===== config.mk =====
export PLATFORM = sky130hd
export DESIGN_NAME = mod_sched
export DESIGN_NICKNAME = d
export VERILOG_FILES = /design/src/rtl/mod_sched.sv
export SDC_FILE = /design/constraint.sdc
export NUM_CORES = 1
export LEC_CHECK = 0
export CAP_MARGIN = 30
export CORE_AREA = 2 2 154 156
export CTS_BUF_LIST = sky130_fd_sc_hd__clkbuf_4 sky130_fd_sc_hd__clkbuf_8 sky130_fd_sc_hd__clkbuf_16
export DETAILED_ROUTE_END_ITERATION = 10
export DIE_AREA = 0 0 156 158
export PLACE_DENSITY = 0.71
export SYNTH_ARGS = -nofsm -noshare
export SYNTH_HDL_FRONTEND = slang
export SYNTH_SLANG_ARGS = --single-unit

===== constraint.sdc =====
create_clock -name clk -period 3.2 [get_ports clk]
set_clock_uncertainty 0.15 [all_clocks]
set_input_delay 0.64 -clock clk [delete_from_list [all_inputs] [get_ports clk]]
set_output_delay 0.64 -clock clk [all_outputs]
set_load 0.02 [all_outputs]

===== src/rtl/mod_sched.sv =====
// Round-robin scheduler for one shared repeated-subtraction modulo datapath; resp 3+floor(a/b) cycles after accept (1 if b==0).
// Backpressure: one job in flight; other requesters hold req_valid until their one-cycle req_ready pulse.
module mod_sched #(
  parameter int NREQ     = 4,
  parameter int WIDTH    = 32,
  parameter int MAX_ITER = 1023
) (
  input  logic                  clk,
  input  logic                  reset,
  input  logic [NREQ-1:0]       req_valid,
  output logic [NREQ-1:0]       req_ready,
  input  logic [NREQ*WIDTH-1:0] req_a,
  input  logic [NREQ*WIDTH-1:0] req_b,
  output logic [NREQ-1:0]       resp_valid,
  output logic [WIDTH-1:0]      resp_result,
  output logic                  resp_err,
  output logic                  busy,
  output logic                  dp_load,
  output logic                  dp_enable,
  output logic [WIDTH-1:0]      dp_a,
  output logic [WIDTH-1:0]      dp_b,
  input  logic                  dp_temp_lt_b,
  input  logic [WIDTH-1:0]      dp_result
);

  localparam int PW = (NREQ > 1) ? $clog2(NREQ) : 1;
  localparam int IW = $clog2(MAX_ITER + 1);
  localparam logic [IW-1:0] ITER_MAX = IW'(MAX_ITER);

  typedef enum logic [1:0] {IDLE, LOAD, RUN, DONE} state_t;

  state_t            state_q, state_d;
  logic [PW-1:0]     rr_ptr_q, rr_ptr_d;
  logic [PW-1:0]     owner_q, owner_d;
  logic [IW-1:0]     iter_q, iter_d;
  logic [WIDTH-1:0]  dp_a_q, dp_a_d;
  logic [WIDTH-1:0]  dp_b_q, dp_b_d;
  logic [WIDTH-1:0]  result_q, result_d;
  logic              err_q, err_d;

  logic              grant_vld;
  logic [PW-1:0]     grant_idx;
  logic [PW-1:0]     scan_idx;
  logic [WIDTH-1:0]  grant_a, grant_b;
  logic              accept;

  // First asserted requester at or after rr_ptr, wrapping.
  always_comb begin
    grant_vld = 1'b0;
    grant_idx = '0;
    scan_idx  = '0;
    for (int k = 0; k < NREQ; k++) begin
      scan_idx = PW'((int'(rr_ptr_q) + k) % NREQ);
      if (!grant_vld && req_valid[scan_idx]) begin
        grant_vld = 1'b1;
        grant_idx = scan_idx;
      end
    end
  end

  always_comb begin
    grant_a = '0;
    grant_b = '0;
    for (int k = 0; k < NREQ; k++) begin
      if (grant_idx == PW'(k)) begin
        grant_a = req_a[k*WIDTH +: WIDTH];
        grant_b = req_b[k*WIDTH +: WIDTH];
      end
    end
  end

  // Gated by reset so no accept pulse leaks out while reset is held.
  assign accept = reset && (state_q == IDLE) && grant_vld;

  always_comb begin
    state_d  = state_q;
    rr_ptr_d = rr_ptr_q;
    owner_d  = owner_q;
    iter_d   = iter_q;
    dp_a_d   = dp_a_q;
    dp_b_d   = dp_b_q;
    result_d = result_q;
    err_d    = err_q;
    case (state_q)
      IDLE: begin
        if (accept) begin
          owner_d = grant_idx;
          dp_a_d  = grant_a;
          dp_b_d  = grant_b;
          if (grant_b == '0) begin
            err_d    = 1'b1;
            result_d = '0;
            state_d  = DONE;
          end else begin
            state_d  = LOAD;
          end
        end
      end
      LOAD: begin
        iter_d  = '0;
        state_d = RUN;
      end
      RUN: begin
        if (dp_temp_lt_b) begin
          result_d = dp_result;
          err_d    = 1'b0;
          state_d  = DONE;
        end else if (iter_q < ITER_MAX) begin
          iter_d   = iter_q + 1'b1;
        end else begin
          result_d = dp_result;
          err_d    = 1'b1;
          state_d  = DONE;
        end
      end
      DONE: begin
        rr_ptr_d = (owner_q == PW'(NREQ - 1)) ? '0 : owner_q + 1'b1;
        state_d  = IDLE;
      end
      default: state_d = IDLE;
    endcase
  end

  always_ff @(posedge clk or negedge reset) begin
    if (!reset) begin
      state_q  <= IDLE;
      rr_ptr_q <= '0;
      owner_q  <= '0;
      iter_q   <= '0;
      dp_a_q   <= '0;
      dp_b_q   <= '0;
      result_q <= '0;
      err_q    <= 1'b0;
    end else begin
      state_q  <= state_d;
      rr_ptr_q <= rr_ptr_d;
      owner_q  <= owner_d;
      iter_q   <= iter_d;
      dp_a_q   <= dp_a_d;
      dp_b_q   <= dp_b_d;
      result_q <= result_d;
      err_q    <= err_d;
    end
  end

  always_comb begin
    req_ready  = '0;
    resp_valid = '0;
    for (int k = 0; k < NREQ; k++) begin
      req_ready[k]  = accept && (grant_idx == PW'(k));
      resp_valid[k] = (state_q == DONE) && (owner_q == PW'(k));
    end
  end

  assign busy        = (state_q != IDLE);
  assign dp_load     = (state_q == LOAD);
  assign dp_enable   = (state_q == RUN) && !dp_temp_lt_b && (iter_q < ITER_MAX);
  assign dp_a        = dp_a_q;
  assign dp_b        = dp_b_q;
  assign resp_result = result_q;
  assign resp_err    = err_q;

endmodule


Yosys cells after proc, flatten, opt, wreduce, memory -nomap -nowiden
Index checks and enable logic that the tools add are counted.
{"block": "totals", "ff_bits": 113, "in_bits": 295}
{"block": "op_classes", "add_sub_neg": 5, "n_lt_le_gt_ge": 5, "eq_ne": 14, "muxes": 43, "n_reduce_logical": 30}
{"cell": "$mux 32", "count": 12}
{"cell": "$pmux 32 s2", "count": 1}
{"cell": "$logic_not 32->1", "count": 1}
{"cell": "$mux 10", "count": 2}
{"cell": "$pmux 10 s2", "count": 1}
{"cell": "$mux 2", "count": 9}
{"cell": "$logic_and 1x1->1", "count": 15}
{"cell": "$eq 2x2->1 const B", "count": 6}
{"cell": "$lt 2x3->1 const B", "count": 4}
{"cell": "$mux 1", "count": 12}
{"cell": "$add 10x1->10 const B", "count": 1}
{"cell": "$lt 10x10->1 const B", "count": 1}
{"cell": "$bmux 1 s2", "count": 4}
{"cell": "$pmux 2 s4", "count": 1}
{"cell": "$eq 2x1->1 const B", "count": 3}
{"cell": "$logic_not 2->1", "count": 3}
{"cell": "$reduce_bool 2->1", "count": 3}
{"cell": "$add 2x1->2 const B", "count": 2}
{"cell": "$add 2x2->2 const B", "count": 2}
{"cell": "$logic_not 1->1", "count": 4}
{"cell": "$ne 2x1->1 const B", "count": 2}
{"cell": "$ne 2x2->1 const B", "count": 2}
{"cell": "$reduce_and 2->1", "count": 2}
{"cell": "$reduce_and 4->1", "count": 1}
{"cell": "other kinds (3)", "count": 3}

Longest topological paths before layout
{"block": "logic_depth", "depth_word": 21, "mapped_depth": 13, "depth_no_buf": 9}

Worst setup path before layout
OpenSTA, ideal clock, no wires.
{"block": "synth_path", "path_type": "input to register", "startpoint": "input port req_valid[3]", "endpoint": "register result_q[10] (netlist: resp_result[10])", "setup_ns": 0.127, "arrival_time_ns": 2.833, "required_time_ns": 2.923, "setup_slack_ns": 0.090, "path_stages": 13, "path_buffers": 4, "cell_sequence": "and3b_1 -> o21ai_1 -> and2_1 -> buf_6 -> buf_2 -> mux2i_1 -> mux2_2 -> nand4_1 -> or4_1 -> clkbuf_1 -> buf_4 -> o211ai_2 -> nand3_1"}
{"block": "synth_between", "elab_chain_cells": 20, "elab_cells_between_ends": 35}
{"element": "start, declared", "line_no": "10", "rtl": "input logic [NREQ-1:0] req_valid,"}
{"element": "$bmux 1 s2", "line_no": "54", "rtl": "if (!grant_vld && req_valid[scan_idx]) begin"}
{"element": "$mux 1 (not written as such)", "line_no": "54"}
{"element": "$mux 1", "line_no": "54"}
{"element": "$logic_not 1->1", "line_no": "54"}
{"element": "$logic_and 1x1->1", "line_no": "54"}
{"element": "$mux 1", "line_no": "54"}
{"element": "$logic_not 1->1", "line_no": "54"}
{"element": "$logic_and 1x1->1", "line_no": "54"}
{"element": "$mux 1", "line_no": "54"}
{"element": "$logic_not 1->1", "line_no": "54"}
{"element": "$logic_and 1x1->1", "line_no": "54"}
{"element": "$mux 2", "line_no": "54"}
{"element": "$logic_not 2->1", "line_no": "65", "rtl": "if (grant_idx == PW'(k)) begin"}
{"element": "$mux 32 (4 in a row)", "line_no": "65"}
{"element": "$logic_not 32->1", "line_no": "90", "rtl": "if (grant_b == '0) begin"}
{"element": "$ne 2x1->1 (no source line)"}
{"element": "$reduce_and 4->1 (no source line) *"}
{"element": "end signal, assigned", "line_no": "141", "rtl": "result_q <= result_d;"}
{"element": "end, declared", "line_no": "38", "rtl": "logic [WIDTH-1:0] result_q, result_d;"}
Mark *: on every way between the ends. The rest lies on a longest branch, timed or not. The select of a mux whose other input is x is not followed.
A chain may end at the register's enable or synchronous reset.

Worst setup path in the final report
{"block": "layout_path", "startpoint": "register rr_ptr_q[1]", "endpoint": "register result_q[1] (netlist: resp_result[1])"}
{"block": "layout_between", "elab_chain_cells": 20, "elab_cells_between_ends": 38}
{"element": "start, declared", "line_no": "33", "rtl": "logic [PW-1:0] rr_ptr_q, rr_ptr_d;"}
{"element": "start signal, assigned", "line_no": "136", "rtl": "rr_ptr_q <= rr_ptr_d;"}
{"element": "parallel branches: the longest is 19 deep, another holds $add 2x1->2"}
{"element": "$reduce_and 4->1 (no source line) *"}
Mark *: on every way between the ends. The select of a mux whose other input is x is not followed.

==> impl_metrics.yaml <==
sta:
  worst_pin_slew_ns: 0.892
  whs_ns: 0.301
  fin_crit_ns: 3.34
  max_slew_margin: 0.405
  final-setup-viol-count: 32
  maxClockFrequency_ghz: 0.299
  setup_slack_ns: -0.145
  timing_max_transition_violations_final: 0
  finalHoldViolations: 0
  final.period_utilization: 1.05
  setup_repair_after_global_routing_missed_its_margin: "true"
critical_path:
  critPathArrivalTime_ns: 3.48
  setup.worst_path.end_class: "flop"
  critical_path.max_fanout: 8
  setup.worst_path.start_class: "flop"
  critical_path_required_ns: 3.34
  criticalPathCategory: "flop to flop"
power_and_ir_drop:
  p_leak_uw: 0.00604
  pwr_density_cell_nw_per_um2: 875
  max-vdd-ir-drop_v: 0.000433
synth:
  synth.yosys.seq_area_share: 0.361
  postSynthRegisterBits: 113
  mapped_avg_cell_area_sq_um: 7.99
  mappedNetlistNets: 1284
  post_synth_num_cell_types: 40
  synthesis.instances: 979
  yosys_warnings: 0
  cell_area_synth_sq_um: 7820
die:
  floorplan.io_pins: 403
  fp.dieW_um: 156
  die_outline_area_sq_um: 24600
  floorplan.initialDensity: 0.339
  die_h_um: 158
  floorplan.core_area_sq_um: 23100
  rows: 56
final_layout:
  drive_gt1_frac: 0.167
  final_net_count: 1730
  final_cell_mix: "sky130_fd_sc_hd__clkdlybuf4s50_1 (392), sky130_fd_sc_hd__nand2_1 (243), sky130_fd_sc_hd__dfrtp_1 (112)"
  final_cell_count_no_fill: 1731
  filler_cell_count: 1984
  synthToLayoutAreaGrowth_pct: 79.5
  layout.cells.most_common: "sky130_fd_sc_hd__clkdlybuf4s50_1"
place:
  buffer_ports.inserted: 402
  dp_cells: 1653
  finalWeightedCongestion: 0.918
  total_half_perimeter_wirelength_after_legalization_and_detailed_placement_um: 23600
grt:
  grtUsageTotal: 0.265
  grt_antenna_before_repair: 3
  first_global_vias: 9113
  grt_pass1_wl_um: 50200
  grt_max_degree: 68
  overflow: 0
clocking:
  cts_tree: "done"
  worst_skew_pair.late_latency_ns: 0.41
  ctsHoldBuffers: 0
  cts_buffers: 17
  clk_pin_slew_worst_paths_ns: 0.06
  htree_levels: 4
  clock_sinks: 113
  clockBufferDepth: 2
  clock_tree.root_cell: "sky130_fd_sc_hd__clkbuf_16"
flow_run:
  max_cap_viol_count: 0
detailed_routing:
  vias_per_cell: 5.33
  drc_errors: 0
  detail_route.wl_per_cell_um: 19.5
  drtAntennaViolNets: 0
  drt_pre_antenna_iters: 5
  detail_route.iter0.violations: 580
  wirelength_um: 33800
  routed-via-count: 9226
hold_path:
  hp-class: "primary input to async pin"
outcome:
  violated_checks: "negative setup slack"
  outcome: "complete, but fails checks"
## kinds of logic (layout without fill, tap and decap cells)
| group | count (synthesis) | in the layout | share of synthesized area |
|---|---|---|---|
| buf+inv | 97 | 556 | 0.0598 |
| mux | 99 | 99 | 0.132 |
| fa+ha+maj | 10 | 10 | 0.0160 |
| other cells | 0 | 3 | 0 |
| compound gates | 235 | 235 | 0.186 |
| flops | 113 | 113 | 0.361 |
| xor+xnor | 3 | 3 | 0.00336 |
| simple gates | 422 | 422 | 0.241 |
## stage by stage
stage	power, uW	utilization	setup slack (ns)	cell area, sq um	setup TNS (ns)
floorplan	6620	-	0.0902	7820	0
global placement	9500	0.545	-0.966	12600	-32.55
detailed placement	9640	0.545	-1.02	12600	-34.67
CTS	12100	0.594	-0.0404	13700	-0.661
global route	13100	0.609	-0.241	14000	-5.68
finish	12300	0.609	-0.145	14000	-2.89
## Yosys cell counts
cell                       number  area (sq um)
sky130_fd_sc_hd__o21ai_1        1          5.00
sky130_fd_sc_hd__xnor2_1        1          8.76
sky130_fd_sc_hd__nor4_2         2          25.0
sky130_fd_sc_hd__o22ai_1        1          6.26
sky130_fd_sc_hd__and3b_1        1          8.76
sky130_fd_sc_hd__nor2b_1        2          12.5
sky130_fd_sc_hd__buf_2         11          55.1
sky130_fd_sc_hd__buf_4          6          45.0
sky130_fd_sc_hd__nand3_1       96           480
sky130_fd_sc_hd__a21oi_1       79           395
sky130_fd_sc_hd__o221a_1        1          11.3
sky130_fd_sc_hd__o211ai_1       2          15.0
sky130_fd_sc_hd__and3_1         2          12.5
sky130_fd_sc_hd__and4_1         1          8.76
sky130_fd_sc_hd__or4_1          3          22.5
sky130_fd_sc_hd__mux2_2        34           383
sky130_fd_sc_hd__nand3b_1       1          7.51
sky130_fd_sc_hd__ha_1          10           125
sky130_fd_sc_hd__buf_1         10          37.5
sky130_fd_sc_hd__a41oi_1        1          8.76
sky130_fd_sc_hd__a22oi_1        6          45.0
sky130_fd_sc_hd__clkbuf_1      49           184
sky130_fd_sc_hd__nor3_1         6          30.0
sky130_fd_sc_hd__a21o_1         1          7.51
sky130_fd_sc_hd__a221oi_2       1          15.0
sky130_fd_sc_hd__o211ai_2      30           375
sky130_fd_sc_hd__nor2_1        14          52.6
sky130_fd_sc_hd__dfrtp_1      113          2830
sky130_fd_sc_hd__inv_1         10          37.5
sky130_fd_sc_hd__buf_6          9           101
sky130_fd_sc_hd__o21ai_0      108           541
sky130_fd_sc_hd__o31ai_1        2          15.0
sky130_fd_sc_hd__nand2_1      244           916
sky130_fd_sc_hd__and2_1         7          43.8
sky130_fd_sc_hd__inv_2          2          7.51
sky130_fd_sc_hd__mux2i_1       65           651
sky130_fd_sc_hd__nand4_1       43           269
sky130_fd_sc_hd__a31oi_1        1          6.26
sky130_fd_sc_hd__a211oi_1       1          7.51
sky130_fd_sc_hd__xor2_1         2          17.5
## final cells by class
cell class,instances,area (sq um),share of cell area
Timing Repair Buffer,512,5460,0.389
Multi-Input combinational cell,769,4710,0.335
Sequential cell,113,2830,0.201
Clock buffer,19,447,0.0318
Tap cell,290,363,0.0258
Clock inverter,13,185,0.0132
Inverter,12,45.0,0.00321
Antenna cell,3,7.51,0.000534
## registers in the layout, indices dropped and copies added (netlist names)
signal,count
resp_err,1
iter_q,10
dp_a,32
dp_b,32
state_q,2
rr_ptr_q,2
resp_result,32
owner_q,2
## metal layers
layer	vias to the layer above	track usage	wire (um)
met5	-	0	0
met4	0	0.0987	1000
met3	71	0.0810	2840
met2	448	0.453	16600
met1	4333	0.314	13300
li1	4374	-	-
## where the power goes
| part | switching, uW | internal (uW) | total (uW) | leakage [uW] |
|---|---|---|---|---|
| sequential | 541 | 2100 | 2640 | 0.00139 |
| clock | 717 | 1330 | 2050 | 0.000307 |
| combinational | 4010 | 3580 | 7600 | 0.00434 |
| total | 5270 | 7010 | 12300 | 0.00604 |
## worst max-delay path: stages (launching register included)
cell,delay (ns)
sky130_fd_sc_hd__dfrtp_2,0.43
sky130_fd_sc_hd__and3b_1,0.18
sky130_fd_sc_hd__o21ai_2,0.13
sky130_fd_sc_hd__and2_4,0.23
sky130_fd_sc_hd__buf_12,0.16
sky130_fd_sc_hd__buf_12,0.14
sky130_fd_sc_hd__mux2i_1,0.24
sky130_fd_sc_hd__mux2_4,0.20
sky130_fd_sc_hd__nand4_1,0.17
sky130_fd_sc_hd__or4_4,0.70
sky130_fd_sc_hd__buf_12,0.21
sky130_fd_sc_hd__o211ai_1,0.18
sky130_fd_sc_hd__nand3_1,0.09
## path summary, 6_finish.rpt
kind / startpoint / to / slack (ns) / cells after the start
worst max-delay path: rr_ptr_q[1] / resp_result[1] / -0.14 / 12
worst min-delay path: reset / resp_result[30] / 0.30 / 2
worst max register to register: rr_ptr_q[1] / resp_result[1] / -0.14 / 12
worst min register to register: dp_a[2] / dp_a[2] / 0.33 / 2
max in group asynchronous: reset / dp_b[3] / 1.34 / 3
min in group clk: dp_a[2] / dp_a[2] / 0.33 / 2
## repair_timing
item | 4_1_cts | 5_1_grt
gates resized for setup | 48 | 32
pin swaps | 15 | 72
setup buffers | 23 | 10
endpoints found under the hold margin | 0 | 0
endpoints found under the setup margin | 39 | 38
cloned | 10 | 10
Note: power is estimated with default switching activity, not from simulation.
